==> src/rtl/apb_gpio_pkg.sv <==
// Shared types and constants for the APB-to-GPIO bridge: FSM states,
// paddr field layout and the controller's config-bit indices.
package apb_gpio_pkg;

  typedef enum logic [2:0] {
    IDLE     = 3'd0,
    REQ      = 3'd1,
    RELEASE  = 3'd2,
    RESP_OK  = 3'd3,
    RESP_ERR = 3'd4
  } state_e;

  localparam int PIN_LSB = 0;
  localparam int CFG_LSB = 3;
  localparam int FIELD_W = 3;

  localparam logic [2:0] DIR   = 3'd0;
  localparam logic [2:0] DATA  = 3'd1;
  localparam logic [2:0] INTS0 = 3'd2;
  localparam logic [2:0] INTS1 = 3'd3;
  localparam logic [2:0] PUR   = 3'd4;
  localparam logic [2:0] PDR   = 3'd5;

  // States in which the bridge is waiting on the controller.
  function automatic logic is_wait_state(state_e s);
    return (s == REQ) || (s == RELEASE);
  endfunction

endpackage

==> src/rtl/apb_gpio_addr_dec.sv <==
// Combinational paddr decoder: splits out pin and config index and flags
// addresses that name no config bit or set bits above the decoded field.
module apb_gpio_addr_dec
  import apb_gpio_pkg::*;
#(
  parameter int ADDR_W  = 8,
  parameter int NUM_CFG = 6
) (
  input  logic [ADDR_W-1:0] paddr,
  output logic [2:0]        pin,
  output logic [2:0]        cfg,
  output logic              addr_err
);

  logic upper_set;

  always_comb begin
    pin       = paddr[PIN_LSB +: FIELD_W];
    cfg       = paddr[CFG_LSB +: FIELD_W];
    upper_set = (paddr >> (CFG_LSB + FIELD_W)) != '0;
    addr_err  = upper_set || (int'(cfg) >= NUM_CFG);
  end

endmodule

==> src/rtl/apb_gpio_bridge.sv <==
// APB slave bridging to the 8-pin GPIO controller's request/done handshake.
// Optional APB_GPIO_TIMEOUT_EN bounds each controller wait to TIMEOUT_CYCLES.
module apb_gpio_bridge
  import apb_gpio_pkg::*;
#(
  parameter int ADDR_W         = 8,
  parameter int NUM_CFG        = 6,
  parameter int TIMEOUT_CYCLES = 16
) (
  input  logic              clk,
  input  logic              rst,
  input  logic              psel,
  input  logic              penable,
  input  logic              pwrite,
  input  logic [ADDR_W-1:0] paddr,
  input  logic [31:0]       pwdata,
  output logic [31:0]       prdata,
  output logic              pready,
  output logic              pslverr,
  output logic              gpio_write,
  output logic              gpio_read,
  output logic [2:0]        gpio_pin,
  output logic [2:0]        gpio_cfg,
  output logic              gpio_wdata,
  input  logic [31:0]       gpio_rdata,
  input  logic              gpio_write_done,
  input  logic              gpio_read_done
);

  state_e      state_q, state_d;
  logic [2:0]  pin_q, pin_d, cfg_q, cfg_d;
  logic        wdata_q, wdata_d, write_q, write_d;
  logic [31:0] rdata_q, rdata_d, prdata_q, prdata_d;
  logic        pready_q, pready_d, pslverr_q, pslverr_d;
  logic        req_wr_q, req_wr_d, req_rd_q, req_rd_d;
  logic [2:0]  dec_pin, dec_cfg;
  logic        dec_err, done_match, timeout;
  logic        unused_pwdata;

  assign unused_pwdata = ^pwdata[31:1];

  apb_gpio_addr_dec #(.ADDR_W(ADDR_W), .NUM_CFG(NUM_CFG)) u_dec (
    .paddr    (paddr),
    .pin      (dec_pin),
    .cfg      (dec_cfg),
    .addr_err (dec_err)
  );

  // Only the done flag of the operation in flight counts.
  assign done_match = write_q ? gpio_write_done : gpio_read_done;

`ifdef APB_GPIO_TIMEOUT_EN
  logic [7:0] wait_cnt_q, wait_cnt_d;

  assign timeout = is_wait_state(state_q) && ((wait_cnt_q + 8'd1) == 8'(TIMEOUT_CYCLES));

  always_comb begin
    wait_cnt_d = wait_cnt_q;
    if (state_d != state_q)
      wait_cnt_d = '0;
    else if (is_wait_state(state_q))
      wait_cnt_d = wait_cnt_q + 8'd1;
  end

  always_ff @(posedge clk) begin
    if (!rst) wait_cnt_q <= '0;
    else      wait_cnt_q <= wait_cnt_d;
  end
`else
  logic [7:0] unused_timeout;
  assign unused_timeout = 8'(TIMEOUT_CYCLES);
  assign timeout        = 1'b0;
`endif

  always_comb begin
    state_d   = state_q;
    pin_d     = pin_q;
    cfg_d     = cfg_q;
    wdata_d   = wdata_q;
    write_d   = write_q;
    rdata_d   = rdata_q;
    req_wr_d  = req_wr_q;
    req_rd_d  = req_rd_q;
    prdata_d  = '0;
    pready_d  = 1'b0;
    pslverr_d = 1'b0;
    case (state_q)
      IDLE: begin
        if (psel && penable) begin
          pin_d   = dec_pin;
          cfg_d   = dec_cfg;
          wdata_d = pwdata[0];
          write_d = pwrite;
          if (dec_err) begin
            state_d   = RESP_ERR;
            pready_d  = 1'b1;
            pslverr_d = 1'b1;
          end else begin
            state_d  = REQ;
            req_wr_d = pwrite;
            req_rd_d = !pwrite;
          end
        end
      end
      REQ: begin
        if (done_match) begin
          if (!write_q) rdata_d = gpio_rdata;
          req_wr_d = 1'b0;
          req_rd_d = 1'b0;
          state_d  = RELEASE;
        end else if (timeout) begin
          req_wr_d  = 1'b0;
          req_rd_d  = 1'b0;
          state_d   = RESP_ERR;
          pready_d  = 1'b1;
          pslverr_d = 1'b1;
        end
      end
      RELEASE: begin
        if (!done_match) begin
          state_d  = RESP_OK;
          pready_d = 1'b1;
          prdata_d = write_q ? 32'h0 : rdata_q;
        end else if (timeout) begin
          state_d   = RESP_ERR;
          pready_d  = 1'b1;
          pslverr_d = 1'b1;
        end
      end
      RESP_OK:  state_d = IDLE;
      RESP_ERR: state_d = IDLE;
      default:  state_d = IDLE;
    endcase
  end

  always_ff @(posedge clk) begin
    if (!rst) begin
      state_q   <= IDLE;
      pin_q     <= '0;
      cfg_q     <= '0;
      wdata_q   <= 1'b0;
      write_q   <= 1'b0;
      rdata_q   <= '0;
      prdata_q  <= '0;
      pready_q  <= 1'b0;
      pslverr_q <= 1'b0;
      req_wr_q  <= 1'b0;
      req_rd_q  <= 1'b0;
    end else begin
      state_q   <= state_d;
      pin_q     <= pin_d;
      cfg_q     <= cfg_d;
      wdata_q   <= wdata_d;
      write_q   <= write_d;
      rdata_q   <= rdata_d;
      prdata_q  <= prdata_d;
      pready_q  <= pready_d;
      pslverr_q <= pslverr_d;
      req_wr_q  <= req_wr_d;
      req_rd_q  <= req_rd_d;
    end
  end

  assign prdata     = prdata_q;
  assign pready     = pready_q;
  assign pslverr    = pslverr_q;
  assign gpio_write = req_wr_q;
  assign gpio_read  = req_rd_q;
  assign gpio_pin   = pin_q;
  assign gpio_cfg   = cfg_q;
  assign gpio_wdata = wdata_q;

endmodule
==> config.mk <==
export PLATFORM = sky130hd
export DESIGN_NAME = apb_gpio_bridge
export DESIGN_NICKNAME = d
export VERILOG_FILES = /design/src/rtl/apb_gpio_pkg.sv /design/src/rtl/apb_gpio_addr_dec.sv /design/src/rtl/apb_gpio_bridge.sv
export SDC_FILE = /design/constraint.sdc
export NUM_CORES = 1
export LEC_CHECK = 0
export CELL_PAD_IN_SITES_DETAIL_PLACEMENT = 1
export CELL_PAD_IN_SITES_GLOBAL_PLACEMENT = 2
export CORE_MARGIN = 8
export CORE_UTILIZATION = 22
export CTS_BUF_LIST = sky130_fd_sc_hd__clkbuf_2 sky130_fd_sc_hd__clkbuf_4 sky130_fd_sc_hd__clkbuf_8
export CTS_CLUSTER_DIAMETER = 50
export DETAILED_ROUTE_END_ITERATION = 6
export PLACE_DENSITY_LB_ADDON = 0.1
export SETUP_SLACK_MARGIN = 0.3
export SLEW_MARGIN = 0
export SYNTH_ARGS = -nofsm -noshare
export SYNTH_HDL_FRONTEND = slang
export SYNTH_SLANG_ARGS = --single-unit
==> constraint.sdc <==
create_clock -name clk -period 1.26 [get_ports clk]
set_input_delay 0.315 -clock clk [delete_from_list [all_inputs] [get_ports clk]]
set_output_delay 0.315 -clock clk [all_outputs]
set_load 0.005 [all_outputs]
# Word-level counts from Yosys, hierarchy flattened
# Index checks and enable logic that the tools add are counted.
[op_classes]
bitwise_logic = 3
addsub = 0
order_cmp = 1
mux = 17
div = 0
n_eq_ne = 6
mul = 0
n_reduce_logical = 12
shifts = 0
[ops]
columns = ["op", "n"]
rows = [
  ["2-to-1 mux 3 bit", 4],
  ["2-to-1 mux 1 bit", 9],
  ["one-hot mux 3 bit (3 select lines)", 1],
  ["inequality test 2 bit, second input constant", 4],
  ["nonzero test 8 bit", 1],
  ["one-hot mux 1 bit (2 select lines)", 3],
  ["AND reduction 3 bit", 2],
  ["AND reduction 2 bit", 2],
  ["AND reduction 4 bit", 1],
  ["OR reduction 4 bit", 1],
  ["== test 3 x 1 -> 1 bit, second input constant", 1],
  ["== test 3 x 2 -> 1 bit, second input constant", 1],
  [">= comparator 3 bit, second input constant", 1],
  ["logical NOT 3 bit", 1],
  ["NOT 1 bit", 3],
  ["nonzero test 2 bit", 1],
  ["logical AND 1 bit", 1],
  ["logical NOT 1 bit", 1],
  ["logical OR 1 bit", 1],
]
[word_totals]
elab_cells = 50
ram_bits = 0
output_inout_bits = 43
romBits = 0
register_bits = 79
latch_bits = 0
memories = 0

# Logic depth before layout (Yosys ltp)
[logic_depth]
ltp_word = 5
depth_mapped = 5
mapped_depth_nobuf = 3

# Hierarchy
# From an unflattened synthesis, not the netlist that was laid out.
[hier_totals]
hier_cells = 294
area_unflattened_um2 = 2830.2
[by_module_without_submodules]
columns = ["module", "instances", "area_per_inst_um2", "cells_per_inst"]
rows = [
  ["apb_gpio_bridge", 1, 2776.4, 287],
  ["apb_gpio_addr_dec", 1, 53.8, 7],
]

# Least setup slack after synthesis
# No wires, ideal clock.
[synth_timing]
path_kind = "register to register"
start = "reg state_q[1]"
end = "reg rdata_q[10]"
stages_incl_launch_ff = 6
path_slack_ns = -0.023
t_required_ns = 1.128
arrival_time_ns = 1.151
period_less_slack_ns = 1.283
cell_sequence = "dfxtp_1 or3b_1 buf_2 buf_6 o21ai_1 a21oi_1"
[synth_between]
elab_chain_cells = 2
[synth_rtl]
columns = ["item", "line_no", "source"]
rows = [
  ["from (decl)", "apb_gpio_bridge.sv:30", "state_e state_q, state_d;"],
  ["from (signal assigned)", "apb_gpio_bridge.sv:150", "state_q <= state_d;"],
  ["== test 3 x 1 -> 1 bit", "apb_gpio_bridge.sv:87", "case (state_q)"],
  ["AND reduction 3 bit (no line)", "n/a", ""],
  ["to (signal assigned)", "apb_gpio_bridge.sv:155", "rdata_q <= rdata_d;"],
  ["to (decl)", "apb_gpio_bridge.sv:33", "logic [31:0] rdata_q, rdata_d, prdata_q, prdata_d;"],
]
# Every way passes these cells.
# A chain may end at the register's enable or synchronous reset.

# Final worst setup path
[layout_timing]
start = "reg state_q[1]"
end = "reg req_wr_q, in the netlist gpio_write"
[layout_between]
elab_chain_cells = 3
word_cells_on_any_way = 8
cone_classes = "4 x eq/ne; 1 x mux; 3 x reduce/logical"
[layout_rtl]
columns = ["item", "line_no", "source"]
rows = [
  ["== test 3 x 1 -> 1 bit or logical NOT 3 bit (tied branches)", "apb_gpio_bridge.sv:87", ""],
  ["inequality test 2 bit (no line) or nonzero test 2 bit (tied branches)", "n/a", ""],
  ["AND reduction 4 bit (no line)", "n/a", ""],
  ["to (signal assigned)", "apb_gpio_bridge.sv:159", "req_wr_q <= req_wr_d;"],
  ["to (decl)", "apb_gpio_bridge.sv:35", "logic req_wr_q, req_wr_d, req_rd_q, req_rd_d;"],
]
# Parallel ways exist; a longest one is shown, timed or not.

==> metrics.md <==
| Metric | Value |
|---|---|
| CTS tree | `built` |
| Critical path origin | `state_q[1]$_SDFFE_PN0P_` |
| Layout cell share with drive strength beyond 1 | `53.3%` |
| Crit path cell chain | `or3b_4, buf_8, o211ai_1, mux2i_1` |
| Unique cell type count in the Yosys netlist | `30` |
| CP Class | `flop to flop` |
| Worst r2r src | `state_q[1]$_SDFFE_PN0P_` |
| Synth top area share | `57.0%` |
| Sequential share of the synthesized area | `57.0%` |
| Hold Vio Cnt, Final | `0` |
| Hold crit path type | `input port to flop` |
| Routed Antenna Nets | `0` |
| Worst Path Max Fanout | `5` |
| Data arrival, critical path | `1640 ps` |
| Clock-pin slew on the worst setup and hold paths | `80 ps` |
| Average wire per cell in the routed design | `16.9 um` |
| Crit start category | `flop` |
| Top post-synthesis cells by area | `dfxtp_1 (57%), a21oi_1 (7.8%), nand3_1 (7.6%), and2_1 (7.2%), o21ai_1 (5.4%)` |
| Adder-Cell Fraction of Synth Area | `0%` |
| Buf/Inv on CP | `1` |
| Post-Synthesis Cells | `290` |
| P_leak | `0.00189 uW` |
| Synthesized net count | `369` |
| # rows | `41` |
| Antenna violations before repair | `1` |
| Worst Setup Slack post-DPL | `-515 ps` |
| Cell Area, Synth | `2770 sq um` |
| Area grow syn2layout | `79.5%` |
| Power per cell area | `1080 nW/um^2` |
| Crit path required time | `1490 ps` |
| Final Cycle Share | `112%` |
| Initial Util | `22.3%` |
| Synth Area in Compound Gates | `16.1%` |
| Worst-margin pin slew | `296 ps` |
| CORE AREA | `12500 sq um` |
| Latest clock arrival within the worst-skew pair | `360 ps` |
| Setup crit end kind | `flop` |
| Die Wd | `128 um` |
| Fin. max-slew vios | `0` |
| Port bufs | `90` |
| Vias in the first global route | `2683` |
| Clock Root Buffer | `clkbuf_8` |
| Critical Path Stages | `4` |
| Post-route minimum period | `1410 ps` |
| Number of nets in the layout | `494` |
| Synth area leader | `dfxtp_1` |
| First-pass GRT wire length | `14600 um` |
| R2r setup slk | `-150 ps` |
| Failing checks | `setup timing` |
| Simple-Gate Fraction of Synth Area | `19.9%` |
| DRC | `0` |
| Fillers | `1366` |
| Largest net degree at the start of global routing | `44` |
| Mux cell area share after synthesis | `1.49%` |
| Number of H-tree levels | `3` |
| Clk_skew | `14.4 ps` |
| RePlAce Congestion | `0.655` |
| Ports | `122` |
| DRT Wirelength | `10000 um` |
| First drt pass iteration count | `4` |
| CP max-delay cell | `or3b_4` |
| Synth Area in XOR/XNOR | `0%` |
| Vias | `2575` |
| Detailed Place HPWL | `5740 um` |
| Final worst slack | `-148 ps` |
| Max VDD drop | `416 uV` |
| Num CTS Buffers | `9` |
| Vias/cell | `4.34` |
| Die height | `128 um` |
| Unrepaired setup endpoints after global routing | `yes` |
| Status | `finished, violations left` |
| Slew HR | `80.2%` |
| Reg area | `1630 sq um` |
| Seq cells post-synth | `79` |
| Reg2reg path depth | `4` |
| Max clock buf depth | `2` |
| CP delay by family, top | `simple AND/OR/NAND/NOR gates` |
| CP endpoint | `gpio_write$_SDFFE_PN0P_` |
| Fmax | `710 MHz` |
| Gr usage total | `11.7%` |
| Reg2reg end | `gpio_write$_SDFFE_PN0P_` |
| Syn. warnings | `0` |
| Multi-input gate area | `1420 sq um` |
| Grt ovf | `0` |
| Avg Synthesized Cell Area | `9.57 sq um` |
| Largest family of logic cells by synthesized area | `simple AND/OR/NAND/NOR gates` |
| Clock sinks | `79` |
| Hold_ws | `221 ps` |
| Number of max-cap violations | `0` |
| Setup-failing EPs final | `75` |
| DIE AREA | `16500 sq um` |
| CP peak stage delay | `480 ps` |
| Drt first-iter violations | `84` |
==> timing repair <==
item	CTS	global route
endpoints found under the hold margin	0	0
setup endpoints to repair	122	122
gates cloned	3	7
hold buffers	0	0
pin swaps	11	37
setup buffers	8	8
gates resized for setup	236	113
==> how the worst min path moves through the flow <==
stage                                        start  slack, ps                        to  depth (start not counted)
after detailed placement  rdata_q[12]$_SDFFE_PN0P_        440     prdata[12]$_SDFF_PP0_                          1
after global placement    rdata_q[30]$_SDFFE_PN0P_        430     prdata[30]$_SDFF_PP0_                          1
after floorplan            rdata_q[0]$_SDFFE_PN0P_        420      prdata[0]$_SDFF_PP0_                          1
after global routing                      paddr[4]        230  gpio_cfg[1]$_SDFFE_PN0P_                          3
final                                     paddr[4]        220  gpio_cfg[1]$_SDFFE_PN0P_                          3
after CTS                                 paddr[5]        300  gpio_cfg[2]$_SDFFE_PN0P_                          3
==> state kept, by name, indices dropped and copies added (netlist names) <==
register / flops
pslverr: 1
write_q: 1
prdata: 32
gpio_cfg: 3
gpio_wdata: 1
rdata_q: 32
state_q: 3
gpio_write: 1
gpio_read: 1
pready: 1
gpio_pin: 3
==> cell type report <==
type / instances / share of cell area, %
antenna: 1 / 0.0503
clock buffer: 10 / 2.76
clock inverter: 6 / 1.68
inverter: 3 / 0.302
multi-input combinational: 183 / 28.5
sequential: 79 / 32.7
tap: 172 / 4.32
timing repair buffer: 139 / 29.6
==> metrics by stage <==
stage               instance area, sq um  setup TNS [ps]  util [%]  cells  total power [uW]
floorplan                           2800               0         -    290              2790
global placement                    4020          -28670      32.2    550              3110
detailed placement                  4020          -32110      32.2    550              3110
CTS                                 4350           -3830      34.9    577              5280
global route                        4980          -10460      39.9    593              5570
finish                              4980           -6550      39.9    593              5350
==> power breakdown <==
part,internal (uW),switching (uW)
logic,354,303
clock network,1160,977
registers,2530,27.0
==> cells by family (layout without fill, tap and decap cells) <==
kind of cell           after synthesis  in the layout
AO/OA/AOI/OAI                       87             87
multiplexers                         4              4
buffers and inverters               28            158
other                                0              1
flip-flops                          79             79
AND/OR/NAND/NOR                     92             92
==> worst register-to-register path: stages (launching register included) <==
cell      delay [ps]
dfxtp_4          370
or3b_4           480
buf_8            170
o211ai_1         160
mux2i_1          100
==> layer usage <==
layer | vias up | part of all wire (%) | GRT usage (%)
met4 | 0 | 1.8 | 6.01
met5 | - | 0 | 0
met1 | 1229 | 48 | 14.2
met2 | 69 | 44 | 17.8
met3 | 13 | 5.9 | 4.03
li1 | 1264 | - | -
==> cell usage after synthesis (all sizes together) <==
library cell and number:
a211o 1, a21oi 43, a311oi 1, and2 32, buf 12, clkbuf 13
clkinv 1, dfxtp 79, inv 2, mux2 1, mux2i 3, nand2 3
nand2b 4, nand3 42, nand4bb 1, nor2 2, nor2b 1, nor3 1
nor3b 1, nor4 1, nor4bb 1, o211ai 2, o21ai 40, or3 2
or3b 1
==> placed cells by master, fill, tap and decap left out, drive strengths merged <==
cell type / n
a211o: 1
or3b: 1
nor3: 1
dlygate4sd2: 3
and2: 32
nor2b: 1
clkinv: 5
a311oi: 1
mux2: 1
nor4: 1
nor2: 2
bufinv: 2
inv: 1
nor4bb: 1
dfxtp: 79
dlymetal6s2s: 2
o211ai: 2
buf: 87
clkdlybuf4s15: 2
clkbuf: 16
clkdlybuf4s50: 39
or3: 2
clkinvlp: 1
nand4bb: 1
a21oi: 43
diode: 1
nand2: 3
nand2b: 4
mux2i: 3
nor3b: 1
nand3: 42
o21ai: 40
No activity file was read; power rests on OpenSTA's default activity.
